$ cat config.mk
export PLATFORM = sky130hd
export DESIGN_NAME = if_id_skid_queue_flat
export DESIGN_NICKNAME = d
export VERILOG_FILES = /design/src/rtl/if_id_skid_queue_if.sv /design/src/rtl/if_id_skid_queue.sv /design/src/flat_wrapper.sv
export SDC_FILE = /design/constraint.sdc
export NUM_CORES = 1
export LEC_CHECK = 0
export CAP_MARGIN = 10
export CORE_ASPECT_RATIO = 1.75
export CORE_MARGIN = 8
export CORE_UTILIZATION = 50
export DETAILED_ROUTE_END_ITERATION = 8
export PLACE_DENSITY = 0.88
export REMOVE_ABC_BUFFERS = 1
export SETUP_SLACK_MARGIN = 0.02
export SLEW_MARGIN = 10
export SYNTH_ARGS = -nofsm -noshare
export SYNTH_HDL_FRONTEND = slang
export SYNTH_SLANG_ARGS = --single-unit
$ cat constraint.sdc
create_clock -name clk -period 2.2 [get_ports clk]
set_clock_uncertainty 0.15 [all_clocks]
set_input_delay 0.55 -clock clk [delete_from_list [all_inputs] [get_ports clk]]
set_output_delay 0.55 -clock clk [all_outputs]
set_load 0.02 [all_outputs]
$ cat src/rtl/if_id_skid_queue_if.sv
// ----------------------------------------------------------------------------
// if_id_skid_queue_if
//   Handshake and data bundle for the IF/ID boundary queue.
//   Fetch side : flush, in_valid/in_ready, instr_f, pc_f, pcplus4_f
//   Decode side: out_valid/out_ready, instr_d, pc_d, pcplus4_d, count
//   modport slave  : the queue itself (consumes fetch signals, drives decode signals)
//   modport master : the surrounding pipeline (drives fetch signals, consumes decode signals)
// Parameters
//   DATA_WIDTH : width of instr, PC and PC+4 fields
//   DEPTH      : queue entries (sets the width of count)
// ----------------------------------------------------------------------------
interface if_id_skid_queue_if #(
    parameter int DATA_WIDTH = 32,
    parameter int DEPTH      = 2
);
    localparam int CNT_W = $clog2(DEPTH + 1);

    logic                  flush;
    logic                  in_valid;
    logic                  in_ready;
    logic [DATA_WIDTH-1:0] instr_f;
    logic [DATA_WIDTH-1:0] pc_f;
    logic [DATA_WIDTH-1:0] pcplus4_f;
    logic                  out_valid;
    logic                  out_ready;
    logic [DATA_WIDTH-1:0] instr_d;
    logic [DATA_WIDTH-1:0] pc_d;
    logic [DATA_WIDTH-1:0] pcplus4_d;
    logic [CNT_W-1:0]      count;

    modport slave (
        input  flush, in_valid, instr_f, pc_f, pcplus4_f, out_ready,
        output in_ready, out_valid, instr_d, pc_d, pcplus4_d, count
    );

    modport master (
        output flush, in_valid, instr_f, pc_f, pcplus4_f, out_ready,
        input  in_ready, out_valid, instr_d, pc_d, pcplus4_d, count
    );
endinterface

$ cat src/rtl/if_id_skid_queue.sv
// ----------------------------------------------------------------------------
// if_id_skid_queue
//   Elastic DEPTH-entry queue between fetch and decode carrying
//   {instr, PC, PC+4}. in_ready and out_valid come purely from registered
//   occupancy, so no combinational path crosses the boundary. An entry
//   pushed at one edge is visible on the outputs after that edge.
//   A synchronous flush empties the queue and wins over push/pop.
// Ports
//   clk   : rising-edge clock
//   rst_n : asynchronous reset, active-low
//   bus   : if_id_skid_queue_if.slave (fetch handshake/data, decode
//           handshake/data, flush, occupancy count)
// Parameters
//   DATA_WIDTH : width of each data field (default 32)
//   DEPTH      : number of entries, power of two, >= 2 (default 2)
// Configuration macro
//   IFID_BUBBLE_NOP_EN : when defined, instr_d shows ADDI x0,x0,0 (0x13)
//                        whenever out_valid is 0; otherwise it shows 0.
// ----------------------------------------------------------------------------
module if_id_skid_queue #(
    parameter int DATA_WIDTH = 32,
    parameter int DEPTH      = 2
) (
    input logic               clk,
    input logic               rst_n,
    if_id_skid_queue_if.slave bus
);
    localparam int CNT_W = $clog2(DEPTH + 1);
    localparam int PTR_W = $clog2(DEPTH);

`ifdef IFID_BUBBLE_NOP_EN
    localparam logic [DATA_WIDTH-1:0] BUBBLE_INSTR = DATA_WIDTH'(32'h0000_0013);
`else
    localparam logic [DATA_WIDTH-1:0] BUBBLE_INSTR = '0;
`endif

    typedef struct packed {
        logic [DATA_WIDTH-1:0] instr;
        logic [DATA_WIDTH-1:0] pc;
        logic [DATA_WIDTH-1:0] pcplus4;
    } entry_t;

    entry_t           mem_q [DEPTH];
    entry_t           mem_d [DEPTH];
    logic [PTR_W-1:0] rd_ptr_q, rd_ptr_d;
    logic [PTR_W-1:0] wr_ptr_q, wr_ptr_d;
    logic [CNT_W-1:0] count_q, count_d;

    logic   in_ready;
    logic   out_valid;
    logic   push;
    logic   pop;
    entry_t head;

    // Handshake flags depend on registered occupancy only.
    assign in_ready  = (count_q != CNT_W'(DEPTH));
    assign out_valid = (count_q != '0);
    assign push      = bus.in_valid & in_ready;
    assign pop       = out_valid & bus.out_ready;

    // NOTE: every variable gets its default before any branch, so no path
    // leaves a value unassigned and no latch is inferred.
    always_comb begin
        mem_d    = mem_q;
        rd_ptr_d = rd_ptr_q;
        wr_ptr_d = wr_ptr_q;
        count_d  = count_q;

        if (bus.flush) begin
            // Redirect: drop everything, including this cycle's push/pop.
            // Storage is left alone; the pointers make it unreachable.
            rd_ptr_d = '0;
            wr_ptr_d = '0;
            count_d  = '0;
        end else begin
            if (push) begin
                mem_d[wr_ptr_q] = '{instr:   bus.instr_f,
                                    pc:      bus.pc_f,
                                    pcplus4: bus.pcplus4_f};
                // DEPTH is a power of two, so the pointer wraps by overflow.
                wr_ptr_d = wr_ptr_q + PTR_W'(1);
            end
            if (pop) begin
                rd_ptr_d = rd_ptr_q + PTR_W'(1);
            end
            case ({push, pop})
                2'b10:   count_d = count_q + CNT_W'(1);
                2'b01:   count_d = count_q - CNT_W'(1);
                default: count_d = count_q;
            endcase
        end
    end

    // NOTE: sequential state uses non-blocking assignments so every flop
    // samples its pre-edge value regardless of statement order.
    always_ff @(posedge clk or negedge rst_n) begin
        if (!rst_n) begin
            rd_ptr_q <= '0;
            wr_ptr_q <= '0;
            count_q  <= '0;
            // NOTE: the storage array is reset as well so that every
            // entry starts at a known zero value after reset.
            for (int i = 0; i < DEPTH; i++) begin
                mem_q[i] <= '0;
            end
        end else begin
            rd_ptr_q <= rd_ptr_d;
            wr_ptr_q <= wr_ptr_d;
            count_q  <= count_d;
            mem_q    <= mem_d;
        end
    end

    // Outputs show the head entry only while valid; otherwise a bubble.
    always_comb begin
        head = mem_q[rd_ptr_q];
        if (out_valid) begin
            bus.instr_d   = head.instr;
            bus.pc_d      = head.pc;
            bus.pcplus4_d = head.pcplus4;
        end else begin
            bus.instr_d   = BUBBLE_INSTR;
            bus.pc_d      = '0;
            bus.pcplus4_d = '0;
        end
    end

    assign bus.in_ready  = in_ready;
    assign bus.out_valid = out_valid;
    assign bus.count     = count_q;

endmodule
$ cat src/flat_wrapper.sv
// flat-port wrapper written by rule: the top's interface ports become plain ports
module if_id_skid_queue_flat 
#(
    parameter int DATA_WIDTH = 32,
    parameter int DEPTH      = 2
)
  (clk, rst_n, bus_flush, bus_in_valid, bus_instr_f, bus_pc_f, bus_pcplus4_f, bus_out_ready, bus_in_ready, bus_out_valid, bus_instr_d, bus_pc_d, bus_pcplus4_d, bus_count);
  if_id_skid_queue_if #(.DATA_WIDTH(DATA_WIDTH), .DEPTH(DEPTH)) bus_i ();
  input logic clk;
  input logic rst_n;
  input wire logic [$bits(bus_i.flush)-1:0] bus_flush;
  input wire logic [$bits(bus_i.in_valid)-1:0] bus_in_valid;
  input wire logic [$bits(bus_i.instr_f)-1:0] bus_instr_f;
  input wire logic [$bits(bus_i.pc_f)-1:0] bus_pc_f;
  input wire logic [$bits(bus_i.pcplus4_f)-1:0] bus_pcplus4_f;
  input wire logic [$bits(bus_i.out_ready)-1:0] bus_out_ready;
  output wire logic [$bits(bus_i.in_ready)-1:0] bus_in_ready;
  output wire logic [$bits(bus_i.out_valid)-1:0] bus_out_valid;
  output wire logic [$bits(bus_i.instr_d)-1:0] bus_instr_d;
  output wire logic [$bits(bus_i.pc_d)-1:0] bus_pc_d;
  output wire logic [$bits(bus_i.pcplus4_d)-1:0] bus_pcplus4_d;
  output wire logic [$bits(bus_i.count)-1:0] bus_count;
  assign bus_i.flush = bus_flush;
  assign bus_i.in_valid = bus_in_valid;
  assign bus_i.instr_f = bus_instr_f;
  assign bus_i.pc_f = bus_pc_f;
  assign bus_i.pcplus4_f = bus_pcplus4_f;
  assign bus_i.out_ready = bus_out_ready;
  assign bus_in_ready = bus_i.in_ready;
  assign bus_out_valid = bus_i.out_valid;
  assign bus_instr_d = bus_i.instr_d;
  assign bus_pc_d = bus_i.pc_d;
  assign bus_pcplus4_d = bus_i.pcplus4_d;
  assign bus_count = bus_i.count;
  if_id_skid_queue #(.DATA_WIDTH(DATA_WIDTH), .DEPTH(DEPTH)) u_core (.clk(clk), .rst_n(rst_n), .bus(bus_i));
endmodule
# Word level (Yosys, flattened, before mapping)
# Cells that the tools add are included.
[totals] ram_bits=0 latch_bits=0 inputBits=101 wordCells=45 mem_count=0 output_inout_bits=100 mem_bits_ro=0 ff_bits=196
[op_classes] n_addsub=4 order_cmp=3 bitwise=5 shifts=0 n_mul=0 n_eq_ne=3 n_div=0 mux=15 n_reduce_logical=6
[op_table] operator="96-bit two-way mux" count=4
[op_table] operator="192-bit bitwise mux" count=1
[op_table] operator="96-bit demux with 1-bit select" count=1
[op_table] operator="32-bit two-way mux" count=3
[op_table] operator="2-bit nonzero test" count=3
[op_table] operator="2-bit greater-or-equal comparator, second input constant" count=2
[op_table] operator="1-bit two-way mux" count=4
[op_table] operator="1-bit NOT with 2-bit output" count=2
[op_table] operator="2-bit case mux with 2 select lines" count=1
[op_table] operator="3-bit nonzero test" count=1
[op_table] operator="1-bit adder, second input constant" count=2
[op_table] operator="2-bit by 1-bit adder with 2-bit output, second input constant" count=1
[op_table] operator="1-bit AND" count=2
[op_table] operator="2-bit by 1-bit equality test with 1-bit output, second input constant" count=1
[op_table] operator="2-bit equality test, second input constant" count=1
[op_table] operator="2-bit by 1-bit < comparator with 1-bit output, second input constant" count=1
[op_table] operator="2-bit two-way mux" count=1
[op_table] operator="2-bit inequality test, second input constant" count=1
[op_table] operator="2-bit AND reduction" count=1
[op_table] operator="2-bit by 1-bit subtractor with 2-bit output, second input constant" count=1
[op_table] operator="1-bit logical AND" count=1
[op_table] operator="1-bit NOT" count=1

# Depth between registers and ports, before layout
# Gate-level depths: netlist of the first run.
[depth] depth_word=6 mapped_depth=6 ltp_nobuf=4

# Least setup slack after synthesis of the first run
# Ideal clock, no wire load.
[synth_timing] path_kind="reg-to-output" start="reg u_core.count_q[1], in the netlist u_core.bus.count[1]" end="out bus_pcplus4_d[10]" arrival_ns=1.535 path_stages_with_launch=5 path_buffers=2 slack_ns=-0.035 required_time_ns=1.500 path_cell_list="dfrtp_1 -> nor2_1 -> clkbuf_1 -> clkbuf_1 -> nor2_1"
[synth_via] elab_chain_cells=2
[synth_rtl] element="start, declared" line="if_id_skid_queue.sv:47" rtl="logic [CNT_W-1:0] count_q, count_d;"
[synth_rtl] element="start signal, assigned" line="if_id_skid_queue.sv:109" rtl="count_q <= count_d;"
[synth_rtl] element="2-bit nonzero test" line="if_id_skid_queue.sv:57" rtl="assign out_valid = (count_q != '0);"
[synth_rtl] element="32-bit two-way mux" line="if_id_skid_queue.sv:117" rtl="if (out_valid) begin"
[synth_rtl] element="end, declared" line="flat_wrapper.sv:21" rtl="output wire logic [$bits(bus_i.pcplus4_d)-1:0] bus_pcplus4_d;"
# No other way between the ends.

# Final worst setup path of the first run
[layout_timing] start="reg u_core.rd_ptr_q" end="out bus_instr_d[7]"
[layout_via] elab_chain_cells=5
[layout_rtl] element="start, declared" line="if_id_skid_queue.sv:45" rtl="logic [PTR_W-1:0] rd_ptr_q, rd_ptr_d;"
[layout_rtl] element="start signal, assigned" line="if_id_skid_queue.sv:107" rtl="rd_ptr_q <= rd_ptr_d;"
[layout_rtl] element="1-bit NOT with 2-bit output (implied by the code)" line="if_id_skid_queue.sv:116" rtl="head = mem_q[rd_ptr_q];"
[layout_rtl] element="96-bit two-way mux (implied by the code) (3 in series)" line="if_id_skid_queue.sv:116"
[layout_rtl] element="32-bit two-way mux" line="if_id_skid_queue.sv:117"
[layout_rtl] element="end, declared" line="flat_wrapper.sv:19" rtl="output wire logic [$bits(bus_i.instr_d)-1:0] bus_instr_d;"
# No other way between the ends. The select of a mux whose other input is x is not followed.

==> summary.txt, run 1 <==
Cells and area
  • Fin area: about 13000 µm²
  • Area Overhead vs Synth: 43.9%
  • Final #Nets: 1010
  • Layout cells sized above 1: a little over two fifths
  • Final Core Density: approximately 73%

Placed design
  • Placed cell area: 11500 µm²
  • IO Port Bufs: 200
  • Hpwl dp: around 16 mm
  • RePlAce Congestion: 0.801

Worst hold path
  • Hold_sp: u_core.mem_q[115]
  • Hold crit path type: flop to flop

Die
  • Row Count: 64
  • Die X: 116 µm
  • Core Footprint: 17300 µm²
  • Die Ht: about 190 µm
  • Initial Utilization: between 50 and 60%
  • I/O pin cnt: 201
  • Die area: around 22000 µm²

Route
  • WL/cell: 21.2 µm
  • Via-to-Cell Ratio: approximately 5.3
  • Total Wirelength: 24.6 mm
  • Routed Antenna Nets: 0
  • DRT Pass-1 Iters: 4
  • Via count: ~6200
  • Initial drt markers: 244
  • DR DRC count: 0

Synth
  • Post-Syn Area: around 8700 µm²
  • Mux share of post-synthesis cell area: 35.9%
  • Synth area leaders: dfrtp_1, mux2_2, mux2i_1, mux2_1, nor2_1
  • Xor/xnor share of the synthesized area: 0.100%
  • Syn Area/Cell: around 14 µm²
  • Yosys top cell by area: dfrtp_1
  • Sequential share of the synthesized area: a little under three fifths
  • Synth Warn #: 0
  • Post-synth EDFFs: 0
  • Synth Area in Compound Gates: 0.516%
  • Largest family of logic cells by synthesized area: multiplexers
  • Post-synthesis simple-gate area fraction: 4.87%
  • Synth top area share: 56.2%
  • Most frequent cell after synthesis: dfrtp_1
  • Async set-reset flop share out of synthesis: 100%
  • Post-synthesis cell count: roughly 640
  • Synth cell types: 23
  • Primary FF master, synth: dfrtp_1
  • Post-synthesis register bit count: ~200
  • Post-synth top cells: dfrtp_1, mux2_2, nor2_1
  • Synth Area in Adders: 0%

Power and ir drop
  • PwrDens: between 800 and 900 nW/µm²
  • Clock share of power: between 20 and 30%
  • Sw Share: between 20 and 30%
  • Power Internal: between 8 and 9 mW
  • Sequential fraction of design power: 44.4%
  • Comb power frac: 27.2%
  • Peak supply drop: about 0.57 mV
  • Lkg Pwr: approximately 5.5 nW
  • Switching pwr: roughly 3.3 mW

Clock network
  • CTS tree: yes
  • Worst-path clk slew: 70 ps
  • Cts bufs inserted: 17
  • CTS Buffer Depth: 2
  • H-tree depth: 4
  • CTS sink cnt: ~200
  • Root buf cell: clkbuf_16
  • Clk_lat worst skew: 440 ps

Run
  • Number of max-cap violations: 0

Critical path
  • Worst setup path start: u_core.rd_ptr_q
  • CP endpoint kind: primary output
  • Worst Setup Start Kind: flop
  • Peak fanout along the critical path: 7
  • CP required: 1500 ps
  • Critical R2R Launch: u_core.bus.count[1]
  • Critical setup path kind: flop to primary output
  • Worst endpoint data arrival time: 1850 ps

Global route
  • Tot GR Track Use: 22.4%
  • Antenna violations before repair: 5
  • First-pass GRT wire length: between 30 and 40 mm
  • GRT overflow: 0
  • Vias in the first global route: about 6900
  • Largest net degree at the start of global routing: 57

STA
  • Final Cycle Share: 116%
  • Relative slew slack: 74.4%
  • Final Hold Viols: 0
  • Actual slew at the worst max-slew pin: approximately 380 ps
  • Fmax: 0.392 GHz
  • Final Setup Violations: 97
  • Min Clock Period, post-route: 2550 ps
  • RSZ-0062 raised after global routing: yes
  • Setup ws final: -350 ps
  • Fin. max-slew vios: 0

Run status
  • Status: complete, but fails checks
  • Failing checks: setup timing
sequential cells by signal, summed over array words and instances (netlist names):
signal            count
u_core.wr_ptr_q       1
u_core.rd_ptr_q       1
u_core.mem_q        192
u_core.bus.count      2
timing repair:
action,4_1_cts,5_1_grt
endpoints found under the hold margin,38,0
buffers inserted,21,11
gates resized for setup,438,72
pin swaps,9,10
hold buffers,1,0
setup endpoints to repair,100,98
cloned,11,2
routing by layer:
metal	global-route usage (%)	share of wire (%)	vias up
li1	-	-	2793
met1	23.2	35	3146
met4	13.6	5.0	2
met2	40.4	55	175
met5	0	0.053	-
met3	4.22	4.0	70
critical path: stages (launching register included):
cell and delay, ps:
dfrtp_4 580, buf_4 170, buf_8 140, mux2i_1 120, nor2_1 210, buf_4 190
logic make-up after synthesis:
group,count (synthesis)
multiplexers,289
flip-flops,196
AND/OR/NAND/NOR,105
buffers and inverters,44
AO/OA/AOI/OAI,8
XOR/XNOR,1
cell usage in the layout, fill, tap and decap left out, drive strengths merged, types with 2 or more instances in the layout:
cell	synthesis	layout
a21oi	4	4
buf	27	177
bufbuf	0	2
bufinv	0	2
clkbuf	14	23
clkdlybuf4s50	0	99
clkinv	0	3
clkinvlp	0	2
dfrtp	196	196
diode	0	5
dlygate4sd2	0	7
inv	3	7
mux2	192	192
mux2i	97	97
nor2	98	98
o21ai	2	2
layout make-up:
class | count | area [µm²]
Fill cell | 1164 | 4730
Antenna cell | 5 | 12.5
Multi-Input combinational cell | 403 | 3690
Timing Repair Buffer | 288 | 3050
Inverter | 3 | 16.3
Tap cell | 231 | 289
Clock inverter | 11 | 136
Clock buffer | 21 | 470
Sequential cell | 196 | 4910
worst paths after layout:
check	to	slack (ps)	cells after the start
worst max-delay path	bus_instr_d[7]	-350	5
worst min-delay path	u_core.mem_q[115]	340	1
worst max register to register	u_core.mem_q[108]	130	7
worst min register to register	u_core.mem_q[115]	340	1
max in group asynchronous	u_core.mem_q[175]	780	3
min in group asynchronous	u_core.mem_q[91]	460	2
through the flow:
stage               power [mW]  instances  hold WS, ps  TNS [ps]  setup slack [ps]
finish                    11.3       1158          336    -22820              -350
global route              11.8       1157          352    -28690              -412
CTS                       11.2       1141          339    -26140              -390
detailed placement        7.86       1076          324    -38190              -236
global placement          7.70       1076          316    -34280              -201
floorplan                 6.60        602          104   -971000             -4750
power groups by stage:
stage               Clock (mW)  Combinational, mW  Sequential [mW]
floorplan                    0               1.69             4.91
global placement             0               2.75             4.95
detailed placement           0               2.84             5.02
CTS                       3.23               3.00             4.98
global route              3.39               3.29             5.11
finish                    3.21               3.07             5.02
Note: power is estimated with default switching activity, not from simulation.
==> run 2, diff against run 1 <==
--- a/config.mk
+++ b/config.mk
@@ -7,7 +7,6 @@
 export LEC_CHECK = 0
 export CAP_MARGIN = 10
 export CORE_ASPECT_RATIO = 1.75
-export CORE_MARGIN = 8
 export CORE_UTILIZATION = 50
 export DETAILED_ROUTE_END_ITERATION = 8
 export PLACE_DENSITY = 0.88
==> summary.txt, run 2 (synthesized netlist as in run 1, its figures left out) <==
Run status
  • Status: complete, but fails checks
  • Failing checks: setup timing

Critical path
  • Worst endpoint data arrival time: 1780 ps
  • Cells on worst reg2reg path: 7
  • Worst Setup Start Kind: flop
  • CP endpoint: bus_pcplus4_d[28]
  • Critical setup path kind: flop to primary output
  • CP required: roughly 1500 ps
  • CP endpoint kind: primary output
  • Worst setup path start: u_core.rd_ptr_q
  • Flop2flop setup slack: approximately 160 ps
  • FF-to-FF End: u_core.mem_q[130]
  • Peak fanout along the critical path: 7
  • Critical R2R Launch: u_core.bus.count[1]

Route
  • Routed Antenna Nets: 0
  • Via-to-Cell Ratio: roughly 5.3
  • Total Wirelength: 21.2 mm
  • DRT Pass-1 Iters: 4
  • Initial drt markers: between 100 and 150
  • Via count: 6056
  • WL/cell: roughly 19 µm
  • DR DRC count: 0

Global route
  • Vias in the first global route: roughly 6500
  • Tot GR Track Use: 24.4%
  • First-pass GRT wire length: roughly 33 mm
  • Antenna violations before repair: 1
  • GRT overflow: 0
  • Largest net degree at the start of global routing: 55

STA
  • Fin Setup TNS: -17710 ps
  • Min Hold Slack: between 300 and 400 ps
  • Fin. max-slew vios: 0
  • Relative slew slack: a little over two thirds
  • Final Setup Violations: 97
  • Final Cycle Share: 113%
  • Setup ws final: -280 ps
  • Final Hold Viols: 0
  • Fmax: 0.403 GHz
  • Min Clock Period, post-route: 2480 ps
  • RSZ-0062 raised after global routing: yes
  • Actual slew at the worst max-slew pin: 453 ps

Clock network
  • CTS tree: yes
  • Cts bufs inserted: 17
  • Clk_lat worst skew: about 420 ps
  • Root buf cell: clkbuf_16
  • Worst-path clk slew: 70 ps
  • CTS sink cnt: 196
  • CTS Buffer Depth: 2
  • H-tree depth: 4

Run
  • Number of max-cap violations: 0

Placed design
  • IO Port Bufs: 200
  • Dpl ws: -240 ps
  • RePlAce Congestion: around 0.84
  • Hpwl dp: approximately 14 mm

Power and ir drop
  • Lkg Pwr: ~5.4 nW
  • PwrDens: around 890 nW/µm²
  • Peak supply drop: ~0.56 mV

Die
  • Core Footprint: between 15000 and 20000 µm²
  • I/O pin cnt: 201
  • Die Ht: 177 µm
  • Die X: 102 µm
  • Initial Utilization: between 50% and 60%
  • Die area: 18000 µm²
  • Row Count: 63

Cells and area
  • Most frequent cells in the layout: dfrtp_1, mux2_2, buf_4, clkdlybuf4s50_1, nor2_1
  • Most flop-heavy register: u_core.mem_q
  • Layout cells sized above 1: between 40 and 50%
  • Final #Nets: 999
  • Commonest non-fill, non-tap cell in the layout: dfrtp_1
  • Area Overhead vs Synth: 40.1%
  • Max reg flops: between 150 and 200
  • Fillers: 1195

Worst hold path
  • Hold crit path type: flop to flop
-- run 2: changes by cell type in the layout (fill, tap and decap cells not counted), sizes merged --
cell	change
buf	-6
bufbuf	-2
bufinv	-2
clkbuf	-1
clkinv	+1
clkinvlp	-1
diode	-4
dlygate4sd2	-5
inv	+5
-- run 2: per-layer routing --
layer  GRT usage (%)  wire length (µm)  up-vias
met4            12.1               924        0
met1            26.3              7660     3070
li1                -                 -     2762
met2            45.0             12000      168
met3            3.95               669       56
met5               0                 0        -
-- run 2: worst max-delay path: stages (launching register included) --
cell	delay, ps
dfrtp_4	560
clkbuf_16	200
buf_6	110
mux2i_1	100
nor2_1	190
buf_4	180
-- run 2: metrics by stage --
| step | power, mW | utilization [%] | cell area, µm² | std cells |
|---|---|---|---|---|
| floorplan | 6.60 | - | 8530 | 602 |
| global placement | 7.67 | 67.0 | 11400 | 1076 |
| detailed placement | 7.81 | 67.0 | 11400 | 1076 |
| CTS | 10.8 | 70.5 | 12000 | 1126 |
| global route | 11.4 | 71.9 | 12200 | 1139 |
| finish | 10.9 | 71.9 | 12200 | 1139 |
-- run 2: layout make-up --
type,count,area (µm²),area share [%]
Clock buffer,18,439,3.59
Antenna cell,1,2.50,0.0204
Timing Repair Buffer,277,2770,22.7
Clock inverter,14,138,1.12
Multi-Input combinational cell,403,3680,30.1
Sequential cell,196,4910,40.1
Inverter,3,13.8,0.112
Tap cell,227,284,2.32
-- run 2: where the power goes --
part / total (mW) / switching [mW] / internal (mW) / leakage [nW]
registers: 4.97 / 0.484 / 4.49 / 2.34
logic: 2.90 / 1.26 / 1.64 / 2.74
clock network: 3.01 / 1.47 / 1.54 / 0.282
total: 10.9 / 3.22 / 7.67 / 5.36
-- run 2: how the worst min path moves through the flow --
stage | startpoint | to | slack (ps) | cells after the start
global route | u_core.mem_q[114] | u_core.mem_q[114] | 360 | 1
finish | u_core.mem_q[121] | u_core.mem_q[121] | 340 | 1
global placement | u_core.mem_q[98] | u_core.mem_q[98] | 320 | 1
CTS | u_core.mem_q[110] | u_core.mem_q[110] | 340 | 1
floorplan | rst_n | u_core.bus.count[0] | 100 | 0
detailed placement | u_core.mem_q[114] | u_core.mem_q[114] | 320 | 1
-- run 2: what timing repair did --
action                     in CTS  in global routing
gates cloned                    4                  3
pin swaps                      10                 20
setup endpoints to repair     104                 98
buffers inserted               13                 14
hold buffers                    1                  0
hold endpoints to repair       47                  0
gates resized for setup       476                 57
==> run 3, diff against run 2 <==
--- a/config.mk
+++ b/config.mk
@@ -7,9 +7,9 @@
 export LEC_CHECK = 0
 export CAP_MARGIN = 10
 export CORE_ASPECT_RATIO = 1.75
-export CORE_UTILIZATION = 50
+export CORE_UTILIZATION = 40
 export DETAILED_ROUTE_END_ITERATION = 8
-export PLACE_DENSITY = 0.88
+export PLACE_DENSITY = 0.74
 export REMOVE_ABC_BUFFERS = 1
 export SETUP_SLACK_MARGIN = 0.02
 export SLEW_MARGIN = 10
==> summary.txt, run 3 (synthesized netlist as in run 1, its figures left out) <==
Critical path
  • Critical setup path kind: flop to primary output
  • Worst Setup Start Kind: flop
  • CP required: 1500 ps
  • CP endpoint: bus_pc_d[8]
  • Slowest cell on crit path: dfrtp_4
  • Peak fanout along the critical path: 7
  • CP dominant cell by count: buf_12
  • CP max stage delay: ~520 ps
  • FF-to-FF End: u_core.mem_q[179]
  • Worst path cell trace: buf_12 -> buf_12 -> buf_8 -> mux2i_2 -> nor2_1 -> buf_4
  • Flop2flop setup slack: about 110 ps
  • CP endpoint kind: primary output
  • Critical R2R Launch: u_core.bus.count[1]
  • Worst endpoint data arrival time: around 1800 ps
  • Worst setup path start: u_core.rd_ptr_q
  • Cells on worst reg2reg path: 7

Run status
  • Failing checks: setup timing
  • Status: complete, but fails checks

Clock network
  • Worst-path clk slew: about 70 ps
  • Clk_lat worst skew: between 400 and 500 ps
  • CTS sink cnt: 196
  • CTS tree: yes
  • Root buf cell: clkbuf_16
  • H-tree depth: 4
  • Cts bufs inserted: 17
  • CTS Buffer Depth: 2

Route
  • Via-to-Cell Ratio: around 4.9
  • M1 WL: roughly 8.3 mm
  • Via count: about 6000
  • DR DRC count: 0
  • Routed Antenna Nets: 0
  • DRT Pass-1 Iters: 4
  • Total Wirelength: 22.0 mm
  • Initial drt markers: approximately 150
  • Max Used Layer: met4
  • Metal3 WL: a little over 700 µm
  • WL/cell: around 18 µm
  • Metal2 WL: 12.1 mm

Cells and area
  • Layout cells sized above 1: between 40% and 50%
  • Max reg flops: 192
  • Final #Nets: 1015
  • Commonest non-fill, non-tap cell in the layout: dfrtp_1
  • Final Core Density: roughly three fifths
  • Most frequent cells in the layout: dfrtp_1, mux2_2, clkdlybuf4s50_1, buf_4, mux2i_1
  • Most flop-heavy register: u_core.mem_q
  • Area Overhead vs Synth: 47.1%
  • Fin cells: around 1200

STA
  • Min Hold Slack: about 340 ps
  • Min Clock Period, post-route: between 2000 and 2500 ps
  • Actual slew at the worst max-slew pin: 478 ps
  • Fin. max-slew vios: 0
  • Final Cycle Share: 113%
  • Relative slew slack: between 60% and 70%
  • Fin Setup TNS: -17080 ps
  • Fmax: approximately 0.4 GHz
  • RSZ-0062 raised after global routing: yes
  • Setup ws final: -296 ps
  • Final Setup Violations: a little under 100
  • Final Hold Viols: 0

Global route
  • Largest net degree at the start of global routing: between 50 and 60
  • Vias in the first global route: roughly 6500
  • Antenna violations before repair: 1
  • First-pass GRT wire length: between 30 and 40 mm
  • Tot GR Track Use: between 15 and 20%
  • GRT overflow: 0

Die
  • I/O pin cnt: about 200
  • Die area: about 22000 µm²
  • Die X: between 100 and 150 µm
  • Row Count: between 70 and 80
  • Core Footprint: between 20000 and 25000 µm²
  • Initial Utilization: 40.6%
  • Die Ht: a little under 200 µm

Placed design
  • RePlAce Congestion: roughly 0.77
  • Placed cell count: approximately 1200
  • Hpwl dp: about 15 mm
  • IO Port Bufs: 200
  • Dpl ws: -277 ps

Power and ir drop
  • Peak supply drop: between 0.5 and 0.6 mV
  • Power Internal: between 8 and 9 mW
  • Lkg Pwr: 5.54 nW
  • Sequential fraction of design power: around 44%
  • Comb power frac: between 20% and 30%
  • Clock share of power: roughly 28%
  • PwrDens: slightly below 900 nW/µm²
  • Sw Share: between 20% and 30%
  • Switching pwr: 3.21 mW

Run
  • Number of max-cap violations: 0

Worst hold path
  • Hold crit path type: flop to flop
run 3: cell count changes in the layout (fill, tap and decap cells not counted), sizes merged:
cell,change
buf,+17
clkinv,-1
inv,-7
bufinv,+3
clkinvlp,+2
clkbuf,+2
run 3: how the worst min path moves through the flow:
| stage | from | end | slack (ps) | depth (start not counted) |
|---|---|---|---|---|
| 2_1_floorplan | rst_n | u_core.bus.count[0] | 100 | 0 |
| 3_3_place_gp | u_core.mem_q[154] | u_core.mem_q[154] | 320 | 1 |
| 3_5_place_dp | u_core.mem_q[157] | u_core.mem_q[157] | 320 | 1 |
| 4_1_cts | u_core.mem_q[97] | u_core.mem_q[97] | 340 | 1 |
| 5_1_grt | u_core.mem_q[109] | u_core.mem_q[109] | 350 | 1 |
| 6_report | u_core.mem_q[112] | u_core.mem_q[112] | 340 | 1 |
run 3: through the flow:
| step | total power [mW] | cell area (µm²) |
|---|---|---|
| finish | 11.4 | 12900 |
| CTS | 11.2 | 12400 |
| floorplan | 6.60 | 8530 |
| global placement | 7.74 | 11600 |
| global route | 11.9 | 12900 |
| detailed placement | 7.83 | 11600 |
run 3: per-layer routing:
metal  GRT usage [%]  up-vias
met5               0        -
met4            10.8        0
met3            3.65       41
met2            36.0      127
met1            21.7     3032
li1                -     2790
run 3: area by class of cell:
class	count	area, µm²
Fill cell	1783	8650
Clock buffer	21	470
Timing Repair Buffer	293	3010
Sequential cell	196	4910
Tap cell	292	365
Clock inverter	11	149
Inverter	3	11.3
Antenna cell	1	2.50
Multi-Input combinational cell	403	3930
run 3: critical path: cells and delay by family (launching register included):
| kind | cells | cell delay [ps] |
|---|---|---|
| buf+inv | 4 | 590 |
| flops | 1 | 520 |
| mux | 1 | 140 |
| simple gates | 1 | 100 |
run 3: power by group through the flow:
| stage | combinational (mW) | clock [mW] | sequential, mW |
|---|---|---|---|
| final | 3.15 | 3.23 | 5.01 |
| after CTS | 2.93 | 3.31 | 4.94 |
| after floorplan | 1.69 | 0 | 4.91 |
| after detailed placement | 2.84 | 0 | 4.99 |
| after global routing | 3.39 | 3.42 | 5.11 |
| after global placement | 2.79 | 0 | 4.95 |
run 3: timing repair:
action / CTS / global route
pin swaps: 5 / 31
endpoints found under the setup margin: 100 / 110
endpoints found under the hold margin: 44 / 0
setup buffers: 25 / 6
gates resized for setup: 455 / 100
gates cloned: 2 / 1
hold buffers: 1 / 0
==> RTL edit, RTL diff (config.mk and constraints of run 2) <==
`DEPTH` is set to 2 in 3 places; all go to 4. Comments in the files are not updated.
--- a/src/rtl/if_id_skid_queue_if.sv
+++ b/src/rtl/if_id_skid_queue_if.sv
@@ -12,5 +12,5 @@
 interface if_id_skid_queue_if #(
     parameter int DATA_WIDTH = 32,
-    parameter int DEPTH      = 2
+    parameter int DEPTH      = 4
 );
     localparam int CNT_W = $clog2(DEPTH + 1);
--- a/src/rtl/if_id_skid_queue.sv
+++ b/src/rtl/if_id_skid_queue.sv
@@ -20,5 +20,5 @@
 module if_id_skid_queue #(
     parameter int DATA_WIDTH = 32,
-    parameter int DEPTH      = 2
+    parameter int DEPTH      = 4
 ) (
     input logic               clk,
--- a/src/flat_wrapper.sv
+++ b/src/flat_wrapper.sv
@@ -3,5 +3,5 @@
 #(
     parameter int DATA_WIDTH = 32,
-    parameter int DEPTH      = 2
+    parameter int DEPTH      = 4
 )
   (clk, rst_n, bus_flush, bus_in_valid, bus_instr_f, bus_pc_f, bus_pcplus4_f, bus_out_ready, bus_in_ready, bus_out_valid, bus_instr_d, bus_pc_d, bus_pcplus4_d, bus_count);
Interface: changed (resized bus_count); port bits go from 201 to 202. No check against the original RTL was run, so the function may have changed too.
==> RTL edit against run 2 <==
  * The flow still finishes with violations (negative setup slack)
  * Setup slack lost 0.45 ns
  * Highest routed layer unchanged
  * Design area up 110%
  * Utilization decreased by 1.3 points
  * Synthesized cell count increased by 71%
  * Synthesized area up 110%
  * Wire length rose to 2.7 times the old value
  * Sequential cell count increased by 195
  * Power rose to 2.8 times the old value
==> RTL edit: results (changes against run 2) <==
maximum resistive drop on vdd=0.8390 mV (+50%); count of port buffers added during placement=201 (+0.50%); total wire length after detailed routing=57.25 mm (+170%); count of nets after finishing=1556 (+56%); type of the most critical hold path=flip-flop to flip-flop; number of antenna violations at the first check in global routing=11 (+10); Highest Clock Rate=341.8 MHz (-15%); initial DRC count=812 (+550%); biggest cell delay along the critical path=0.52 ns (-0.04 ns); kind of cell adding the most delay to the critical path=buffers and inverters; largest net degree at the start of global routing=61 (+11%); top cells by instance count after synthesis=dfrtp_1 (391), mux2_2 (224), mux2_4 (160); total via count after detailed routing=11720 (+93%); routability congestion estimate=0.7977 (-4.5%); clock-pin slew reported for the worst setup and hold paths after clock tree synthesis=around 0.06 ns; flip-flop count of the largest register after layout=384 (+100%); via count of the first global-routing pass=12620 (+94%); Avg Cell Area, Syn=16.89 sq um (+24%); total number of H-tree levels=2 (-2); number of library cell types mapped by synthesis=35 (+52%); sequential share of the synthesized area=52.70% (-3.4 points); all-layer global routing usage=26.91% (+2.6 points); Slew Limit Headroom=58.99% (-11 points); final setup fails=486 (+400%); outcome=complete, but fails checks; critical path arrival=2.23 ns (+0.45 ns); crit-path max FO=7 (unchanged); Async S/R FF share, synth=100.0% (unchanged); warnings from Yosys=0 (unchanged); number of instances in the placed design=1796 (+67%); buffer cell driving the clock tree root=clkbuf_16; leakage power summed over all cells=12.65 nW (+140%); failing checks=negative setup slack; clk buf depth=3 (+1); post-layout instance count excluding filler cells=1957 (+72%); clock latency of the later-clocked register in the worst-skew pair=0.53 ns (+0.11 ns); register ranked first by flip-flop count=u_core.mem_q; Worst path slowest cell=mux4_2; wire length of the first global-routing pass=77.07 mm (+130%); Num CTS Buffers=39 (+22); half-perimeter wire length after placement=28.18 mm (+95%); final worst-path setup slack=-0.7261 ns (-0.4465 ns); sum of negative setup slack=-226.77 ns (-209.06 ns); detailed-routing iteration count for the pre-antenna-repair pass=5 (+1); leading cell types by total area after synthesis=dfrtp_1 (53%), mux2_2 (14%), mux2_4 (13%); fraction of layout cells with a size suffix above 1=62.75% (+22 points)
## RTL edit: cell count changes after synthesis, moves of 11 or more
cell            run 2  this run
mux2_2            152       224
mux2i_1            97         0
nor2_1             98         7
buf_12              0        20
mux2_1             40         0
buf_4               9        20
mux2_4              0       160
dfrtp_1           196       391
and2_1              0        96
mux4_2              0        96
## RTL edit: area by class of cell
type	count	area (sq um)
fillers	2077	10760
clock buffers	58	1180
well taps	475	594.3
diodes	11	27.53
clock inverters	4	48.80
inverters	3	11.26
repair buffers	382	5026
multi-input cells	633	9210
flip-flops and latches	391	9792
## RTL edit: what timing repair did
item                       in CTS  in global routing
setup endpoints to repair     484                485
buffers inserted               27                 29
cloned                         21                 27
hold buffers                    1                  0
pin swaps                      56                 14
hold endpoints to repair       39                  0
resized for setup             705                283
## RTL edit: logic make-up after synthesis
kind of cell	after synthesis	share of synthesized area, %
compound gates	11	0.3640
simple gates	127	4.259
flops	391	52.70
xor+xnor	5	0.2359
mux	480	38.17
buf+inv	80	3.889
fa+ha+maj	5	0.3774
## RTL edit: metal layers
layer	wire length [microns]	vias to the layer above	GRT usage [%]
li1	-	4740	-
met1	21070	6323	31.96
met3	2400	180	3.440
met4	3392	0	15.01
met5	0	-	0
met2	30390	475	46.96
## RTL edit: final timing paths
| path | start | endpoint | slack [ns] | cells after the start |
|---|---|---|---|---|
| max in group asynchronous | rst_n | u_core.mem_q[264]$_DFFE_PN0P_ | 0.72 | 3 |
| hold / removal | u_core.mem_q[347]$_DFFE_PN0P_ | u_core.mem_q[347]$_DFFE_PN0P_ | 0.35 | 1 |
| hold reg to reg | u_core.mem_q[347]$_DFFE_PN0P_ | u_core.mem_q[347]$_DFFE_PN0P_ | 0.35 | 1 |
| min in group asynchronous | rst_n | u_core.mem_q[349]$_DFFE_PN0P_ | 0.41 | 2 |
| setup / recovery | u_core.rd_ptr_q[0]$_DFFE_PN0P_ | bus_pcplus4_d[12] | -0.73 | 6 |
| setup reg to reg | u_core.bus.count[0]$_DFFE_PN0P_ | u_core.mem_q[242]$_DFFE_PN0P_ | -0.52 | 11 |
## RTL edit: power by group
part	switching [W]	internal, W	total (W)	leakage (nW)
clock network	0.00283	0.00380	0.00663	0.606
logic	0.00415	0.00757	0.0117	7.15
registers	0.00184	0.00991	0.0118	4.90
## RTL edit: through the flow
stage | setup WS, ns | cell area, sq um
after detailed placement | -0.7421 | 21730
final | -0.7261 | 25890
after floorplan | -3.168 | 17850
after CTS | -0.7430 | 24290
after global placement | -0.7933 | 21730
after global routing | -0.7757 | 25890
